<file path="config.mk">
export PLATFORM = sky130hd
export DESIGN_NAME = mac_tx_framer
export DESIGN_NICKNAME = d
export VERILOG_FILES = /design/src/rtl/mac_tx_framer.sv
export SDC_FILE = /design/constraint.sdc
export NUM_CORES = 1
export LEC_CHECK = 0
export ABC_AREA = 1
export BUFFER_PORTS_ARGS = -buffer_cell sky130_fd_sc_hd__buf_2
export CAP_MARGIN = 15
export CORE_UTILIZATION = 62
export CTS_CLUSTER_SIZE = 20
export DETAILED_ROUTE_END_ITERATION = 6
export GPL_TIMING_DRIVEN = 0
export HOLD_SLACK_MARGIN = 0.08
export PLACE_DENSITY = 0.79
export SLEW_MARGIN = 15
export SYNTH_ARGS = -nofsm -noshare
export SYNTH_HDL_FRONTEND = slang
export SYNTH_SLANG_ARGS = --single-unit
</file>
<file path="constraint.sdc">
create_clock -name clk -period 2.6 [get_ports clk]
set_input_delay 0.52 -clock clk [delete_from_list [all_inputs] [get_ports clk]]
set_output_delay 0.52 -clock clk [all_outputs]
set_load 0.02 [all_outputs]
</file>
<file path="src/rtl/mac_tx_framer.sv">
// Store-and-forward TX framer: payload FIFO, preamble/SFD insertion, per-byte serializer handshake, inter-frame gap.
// Optional checksum byte after the payload when MAC_TX_FCS_EN is defined.
`timescale 1ns/1ps
module mac_tx_framer #(
  parameter int          FIFO_DEPTH    = 16,
  parameter int          PREAMBLE_LEN  = 2,
  parameter logic [7:0]  PREAMBLE_BYTE = 8'h55,
  parameter logic [7:0]  SFD_BYTE      = 8'hD5,
  parameter int          GAP_CYCLES    = 12
) (
  input  logic       clk,
  input  logic       reset,
  input  logic [7:0] in_data,
  input  logic       in_valid,
  input  logic       in_last,
  output logic       in_ready,
  output logic [7:0] ser_data,
  output logic       ser_req,
  input  logic       ser_done,
  output logic       busy,
  output logic       frame_sent
);
  localparam int AW = $clog2(FIFO_DEPTH);

  typedef enum logic [2:0] {S_IDLE, S_PRE, S_SFD, S_DATA, S_FCS, S_GAP} state_t;
  typedef enum logic [1:0] {PH_LOAD, PH_ISSUE, PH_ARM, PH_WAIT} phase_t;

  state_t      st;
  phase_t      ph;
  logic [8:0]  mem [FIFO_DEPTH];
  logic [AW-1:0] wr_ptr, rd_ptr;
  logic [AW:0] count, count_next, frame_cnt;
  logic        full, empty;
  logic        push, pop;
  logic [8:0]  rd_entry;
  logic [3:0]  pre_cnt;
  logic [7:0]  gap_cnt;
  logic        cur_last;
`ifdef MAC_TX_FCS_EN
  logic [7:0]  fcs;
`endif

  assign push     = in_valid && in_ready;
  assign rd_entry = mem[rd_ptr];
  // Entries leave the FIFO only when the DATA phase is ready to issue a byte.
  assign pop      = (st == S_DATA) && (ph == PH_LOAD) && !empty;
  assign busy     = (st != S_IDLE);

  always_comb begin
    count_next = count;
    if (push && !pop)      count_next = count + (AW+1)'(1);
    else if (pop && !push) count_next = count - (AW+1)'(1);
  end

  always_ff @(posedge clk) begin
    if (push) mem[wr_ptr] <= {in_last, in_data};
  end

  always_ff @(posedge clk or posedge reset) begin
    if (reset) begin
      wr_ptr    <= '0;
      rd_ptr    <= '0;
      count     <= '0;
      frame_cnt <= '0;
      full      <= 1'b0;
      empty     <= 1'b1;
      in_ready  <= 1'b0;
    end else begin
      if (push) wr_ptr <= wr_ptr + AW'(1);
      if (pop)  rd_ptr <= rd_ptr + AW'(1);
      count    <= count_next;
      full     <= (count_next == (AW+1)'(FIFO_DEPTH));
      empty    <= (count_next == '0);
      in_ready <= (count_next != (AW+1)'(FIFO_DEPTH));
      if ((push && in_last) && !(pop && rd_entry[8]))      frame_cnt <= frame_cnt + (AW+1)'(1);
      else if ((pop && rd_entry[8]) && !(push && in_last)) frame_cnt <= frame_cnt - (AW+1)'(1);
    end
  end

  always_ff @(posedge clk or posedge reset) begin
    if (reset) begin
      st         <= S_IDLE;
      ph         <= PH_LOAD;
      ser_data   <= 8'h00;
      ser_req    <= 1'b0;
      frame_sent <= 1'b0;
      pre_cnt    <= '0;
      gap_cnt    <= '0;
      cur_last   <= 1'b0;
`ifdef MAC_TX_FCS_EN
      fcs        <= 8'h00;
`endif
    end else begin
      ser_req    <= 1'b0;
      frame_sent <= 1'b0;
      case (st)
        S_IDLE: begin
          // A full FIFO with no complete frame must still drain, or an oversize frame would deadlock.
          if (frame_cnt != '0 || full) begin
            st       <= S_PRE;
            pre_cnt  <= '0;
            ser_data <= PREAMBLE_BYTE;
            ser_req  <= 1'b1;
            ph       <= PH_ISSUE;
`ifdef MAC_TX_FCS_EN
            fcs      <= 8'h00;
`endif
          end
        end
        S_GAP: begin
          if (gap_cnt == 8'(GAP_CYCLES - 1)) st <= S_IDLE;
          else gap_cnt <= gap_cnt + 8'd1;
        end
        default: begin
          case (ph)
            PH_LOAD: begin
              if (pop) begin
                ser_data <= rd_entry[7:0];
                cur_last <= rd_entry[8];
                ser_req  <= 1'b1;
                ph       <= PH_ISSUE;
`ifdef MAC_TX_FCS_EN
                fcs      <= fcs ^ rd_entry[7:0];
`endif
              end
            end
            PH_ISSUE: ph <= PH_ARM;
            // The serializer may still show done from the previous byte here.
            PH_ARM:   ph <= PH_WAIT;
            default: begin
              if (ser_done) begin
                case (st)
                  S_PRE: begin
                    ser_req <= 1'b1;
                    ph      <= PH_ISSUE;
                    if (pre_cnt == 4'(PREAMBLE_LEN - 1)) begin
                      st       <= S_SFD;
                      ser_data <= SFD_BYTE;
                    end else begin
                      pre_cnt <= pre_cnt + 4'd1;
                    end
                  end
                  S_SFD: begin
                    st <= S_DATA;
                    ph <= PH_LOAD;
                  end
                  S_DATA: begin
                    if (!cur_last) begin
                      ph <= PH_LOAD;
                    end else begin
`ifdef MAC_TX_FCS_EN
                      st       <= S_FCS;
                      ser_data <= fcs;
                      ser_req  <= 1'b1;
                      ph       <= PH_ISSUE;
`else
                      frame_sent <= 1'b1;
                      ph         <= PH_LOAD;
                      gap_cnt    <= '0;
                      st         <= (GAP_CYCLES == 0) ? S_IDLE : S_GAP;
`endif
                    end
                  end
                  default: begin
                    frame_sent <= 1'b1;
                    ph         <= PH_LOAD;
                    gap_cnt    <= '0;
                    st         <= (GAP_CYCLES == 0) ? S_IDLE : S_GAP;
                  end
                endcase
              end
            end
          endcase
        end
      endcase
    end
  end
endmodule

</file>
# == After elaboration in Yosys (flattened, before gate mapping) ==
# Memory sizes are Yosys's and may differ from the RTL's.
# Cells that the tools add are included.
# classes
bitwise,3
n_reduce_logical,39
add_sub_neg,8
eq_ne,23
muxes,50
# ops
operator,count
$mux W8,9
$pmux W8 S2,4
$mux W4,5
$mux W5,4
$mux W3,6
$reduce_and A6 Y1,3
$reduce_bool A3 Y1,5
$add A4 B1 Y4 const B,3
$mux W1,11
$add A5 B1 Y5 const B,2
$ne A2 B1 Y1 const B,5
$reduce_bool A5 Y1,2
$sub A5 B1 Y5 const B,2
$logic_and A1 B1 Y1,9
$pmux W3 S3,1
$add A8 B1 Y8 const B,1
$eq A8 B4 Y1 const B,1
$pmux W4 S2,1
$reduce_bool A2 Y1,4
$reduce_and A7 Y1,1
$eq A3 B2 Y1 const B,2
$mux W2,3
$ne A2 B2 Y1 const B,3
$ne A3 B2 Y1 const B,2
other kinds (24),34
# word_totals
wordCells,139
out_inout_bits,12
register_bits,49
in_bits,13
mem_bits_rw,144
mem_count,1
# mem_list
name,words,width,read_ports,rd_clocked_by_memory_dff,write_ports,line_no,text
mem,16,9,1,0,1,30,logic [8:0] mem [FIFO_DEPTH];

# == Depth between registers and ports, before layout ==
# logic_depth
word_depth,7
mapped_depth,18
ltp_nobuf,17

# == Least setup slack after synthesis ==
# OpenSTA, ideal clock, no wires.
# synth_timing
path_type,register to register
start,register rd_ptr[1]
end,register frame_cnt[3]
stages_incl_launch_ff,16
n_path_buf,2
setup_slack_ns,0.213
t_arrival_ns,2.266
setup_ns,0.121
required_ns,2.479
period_less_slack_ns,2.387
path_cell_list,dfrtp_1 -> buf_2 -> clkbuf_1 -> o21ai_0 -> o21ai_0 -> nand2_1 -> nand3_1 -> nand3_1 -> ha_1 -> inv_1 -> ha_1 -> nand2_1 -> inv_1 -> o21ai_0 -> a21oi_1 -> o22a_1
# synth_via
elab_chain_cells,5
elab_cells_between_ends,7
cone_classes,1 x mux; 5 x reduce/logical; 1 x memory
# synth_rtl
item,line_no,text
"start, declared",31,"logic [AW-1:0] wr_ptr, rd_ptr;"
"start signal, assigned",70,if (pop) rd_ptr <= rd_ptr + AW'(1);
$mem_v2 Z16 W9 *,-,
$logic_and A1 B1 Y1 *,"75, 76",
$logic_not A1 Y1,75,if ((push && in_last) && !(pop && rd_entry[8])) frame_cnt <= frame_cnt + (AW+1)'(1);
$logic_and A1 B1 Y1,75,
$mux W5 or $reduce_bool A2 Y1 (tied branches),-,
"end signal, assigned",75,
"end signal, assigned",76,else if ((pop && rd_entry[8]) && !(push && in_last)) frame_cnt <= frame_cnt - (AW+1)'(1);
"end, declared",32,"logic [AW:0] count, count_next, frame_cnt;"
# Every way passes the cells marked *; elsewhere a longest branch is shown, timed or not.
# A chain may end at the register's enable or synchronous reset.

# == Final worst setup path ==
# layout_timing
start,register rd_ptr[0]
end,register frame_cnt[4]
# The elaborated chain is that of the path after synthesis.

==> results by group <==
Min path
  • Hold depth: 3
  • Hold Crit Start: ser_done
  • Hold crit path type: primary input to register
  • Hold Path End: frame_sent

Synth
  • Synthesized instance count: 845
  • Ys flop type: edfxtp_1
  • Synth area leader: edfxtp_1
  • Syn Std Cell Area: between 8000 and 9000 um2
  • Largest cells by area after synthesis: edfxtp_1 50%, dfrtp_1 14%, nand2_1 9.2%
  • Warnings, synthesis: 0
  • Most common cell in the netlist: nand2_1
  • Synth top area share: 49.6%
  • Seq cells post-synth: between 150 and 200
  • Number of synthesized flops with an enable pin: 144
  • Synth Area per Inst: about 10 um2
  • Seq/Total Area, Yosys: 63.7%
  • Syn nets: 876
  • Ys async rst share: 25.4%
  • Synth cell count leaders: 213 x nand2_1, 144 x edfxtp_1, 119 x nor2_1, 64 x nand3_1, 56 x inv_1
  • Synth cell types: 42

Setup path
  • Setup CP Type: register to register
  • Crit end category: register
  • Required time of the critical path: 2.98 ns
  • Crit Reg-Reg Startpoint: rd_ptr[0]
  • R2R Path End: frame_cnt[4]
  • Critical path peak fanout: 10
  • Flop-to-flop setup slack: 0.06 ns
  • CP arrival: around 2.9 ns
  • CP Launch Type: register
  • R2r worst-path depth: 16

Floorplan
  • Die footprint: 14500 um2
  • I/O pins: 25
  • Chip width: 121 um
  • Initial Utilization: approximately two thirds
  • Number of core rows: 42
  • Die H: 121 um
  • Core footprint: 13500 um2

Status
  • Outcome: complete, no violations

Drt
  • # DRC: 0
  • WL/cell: between 15 and 20 um
  • Iter 0 DRT Violations: 767
  • First-pass DRT Iterations: 5
  • Routed WL: 20.9 mm
  • Vias: 6375
  • Post-DRT Antenna Nets: 0
  • Vias per cell: 5.86

Timing
  • Skew final: 0.00848 ns
  • Measured slew at the worst slew-check pin: roughly 1.2 ns
  • Fmax: 0.394 GHz
  • Setup_tns: 0 ns
  • Min Hold Slack: 0.403 ns
  • Slew Viols, Final: 0
  • Final hold vios: 0
  • Final setup fails: 0
  • Fin crit period: 2.54 ns
  • Crit share post-route: around 98%
  • Worst setup margin: 0.0624 ns
  • Rel. slew slack: 19.7%
  • RSZ-0062 raised after global routing: true

Flow run
  • Max_cap viols: 0

Placed design
  • Area post-placement: 9070 um2
  • Placed Cells: 1046
  • I/O Buffers: 24
  • Gpl congestion: a little under 0.9
  • Detail Placement HPWL: 13.6 mm
  • Pre-CTS setup slack: -0.546 ns

Global routing
  • Met3 Use GR: 5.61%
  • Initial antenna violation count: 0
  • M1 GR Usage: between 40% and 50%
  • Via count of the first global-routing pass: approximately 6000
  • First-pass GRT wire length: approximately 32 mm
  • Overall Global Routing Usage: a little over 30%
  • GRT busiest layer: met2
  • Grt ovf: 0
  • Met2 usage: 48.2%
  • Largest net degree at the start of global routing: 37

Layout
  • Area Overhead vs Synth: 14.0%
  • Ant diodes: 0
  • Final non-filler cell total: 1088
  • Nets@finish: between 900 and 1000
  • Util after Layout: 73.8%
  • Share of cells above drive strength 1: 16.1%
  • Fillers: 911
  • Cell area after layout: 9930 um2
  • Register area: roughly 5600 um2
  • Multi-input gate area: 2910 um2

CTS
  • Clock sink count: roughly 190
  • Clk_lat worst skew: 0.44 ns
  • CTS tree: yes
  • Num CTS Buffers: 17
  • Root Buffer: clkbuf_16
  • Clk slew on worst S/H paths: 0.07 ns
  • H-tree depth: 4
  • Clock Path Buffers: 2

Power and ir drop
  • Leak pwr: 4.02 nW
  • Tot Pwr: 10.9 mW
  • Max VDD drop: a little over 0.6 mV
  • P per Cell Area: 1100 nW/um2
-- flip-flops by register name, indices dropped and copies added (netlist names), named ones only --
signal / count
st: 2
pre_cnt: 4
ser_data: 8
frame_sent: 1
frame_cnt: 5
full: 1
mem: 144
empty: 1
ph: 2
wr_ptr: 4
rd_ptr: 4
count: 5
ser_req: 1
gap_cnt: 8
in_ready: 1
cur_last: 1
-- routing by layer --
metal,vias up,wire length [um]
met4,0,700
met1,3071,8220
met3,55,1860
li1,2933,-
met5,-,0
met2,316,10200
-- power breakdown --
group	internal [mW]	switching (mW)
Combinational	1.47	2.73
Clock	1.25	1.21
Sequential	3.85	0.364
Total	6.57	4.30
-- layout by cell type, fill, tap and decap left out, types with 4 or more instances in the layout --
cell type   netlist  final
a21oi_1          17     13
a21oi_2           0      4
buf_2            14     30
buf_4             0     16
buf_6             2      7
clkbuf_1         12      5
clkbuf_16         0     17
clkinvlp_4        0      4
dfrtp_1          48     47
edfxtp_1        144    144
ha_1             17     13
ha_4              0      4
inv_1            56     52
inv_2             2      4
inv_6             0      5
nand2_1         213    208
nand2_2           5      9
nand2_4           4      5
nand3_1          64     62
nand3_2           4      5
nand4_1           6      6
nor2_1          119    117
nor2_2            6      6
nor2_4            4      6
o211ai_1         13     13
o21ai_0          51     43
o21ai_1           1      8
or2_2             4      4
xor2_1           16     16
-- how the worst max path moves through the flow --
| stage | start | endpoint | slack [ns] |
|---|---|---|---|
| 5_1_grt | rd_ptr[0] | frame_cnt[4] | -0.02 |
| 4_1_cts | rd_ptr[0] | frame_cnt[4] | 0.006 |
| 6_report | rd_ptr[0] | frame_cnt[4] | 0.06 |
| 3_3_place_gp | rd_ptr[0] | frame_cnt[3] | -0.42 |
| 2_1_floorplan | rd_ptr[1] | frame_cnt[3] | 0.21 |
| 3_5_place_dp | rd_ptr[0] | frame_cnt[4] | -0.55 |
-- cells by family (layout without fill, tap and decap cells) --
group | count (synthesis) | after routing | synth area share, %
xor+xnor | 18 | 18 | 1.81
simple gates | 436 | 436 | 21.6
buf+inv | 90 | 157 | 4.28
fa+ha+maj | 18 | 18 | 2.67
compound gates | 90 | 90 | 5.90
flops | 193 | 193 | 63.7
-- layout make-up --
class	count	area share, %
clock buffers	17	4.28
multi-input cells	562	29.3
repair buffers	37	2.38
flip-flops and latches	193	55.9
plain buffers	28	2.23
inverters	60	2.37
well taps	176	2.22
clock inverters	15	1.27
-- critical path: stages, from the launching register on --
cell and delay [ns]:
dfrtp_2 0.47, buf_4 0.18, buf_6 0.15, o21ai_0 0.16, o21ai_0 0.10, nand2_1 0.07, nand3_1 0.11, nand3_4 0.15
ha_4 0.18, inv_6 0.05, ha_4 0.25, nand2_4 0.07, nand2_2 0.05, a21oi_2 0.16, xor2_1 0.18, nand2_1 0.07
nand2_1 0.08
-- timing repair --
item                                   in CTS  in global routing
gates cloned                                1                  0
setup endpoints to repair                   4                  3
buffers inserted                            4                  6
hold buffers                                1                  0
pin swaps                                   6                 12
endpoints found under the hold margin      13                  0
resized for setup                          38                 35
No activity file was read; power rests on OpenSTA's default activity.
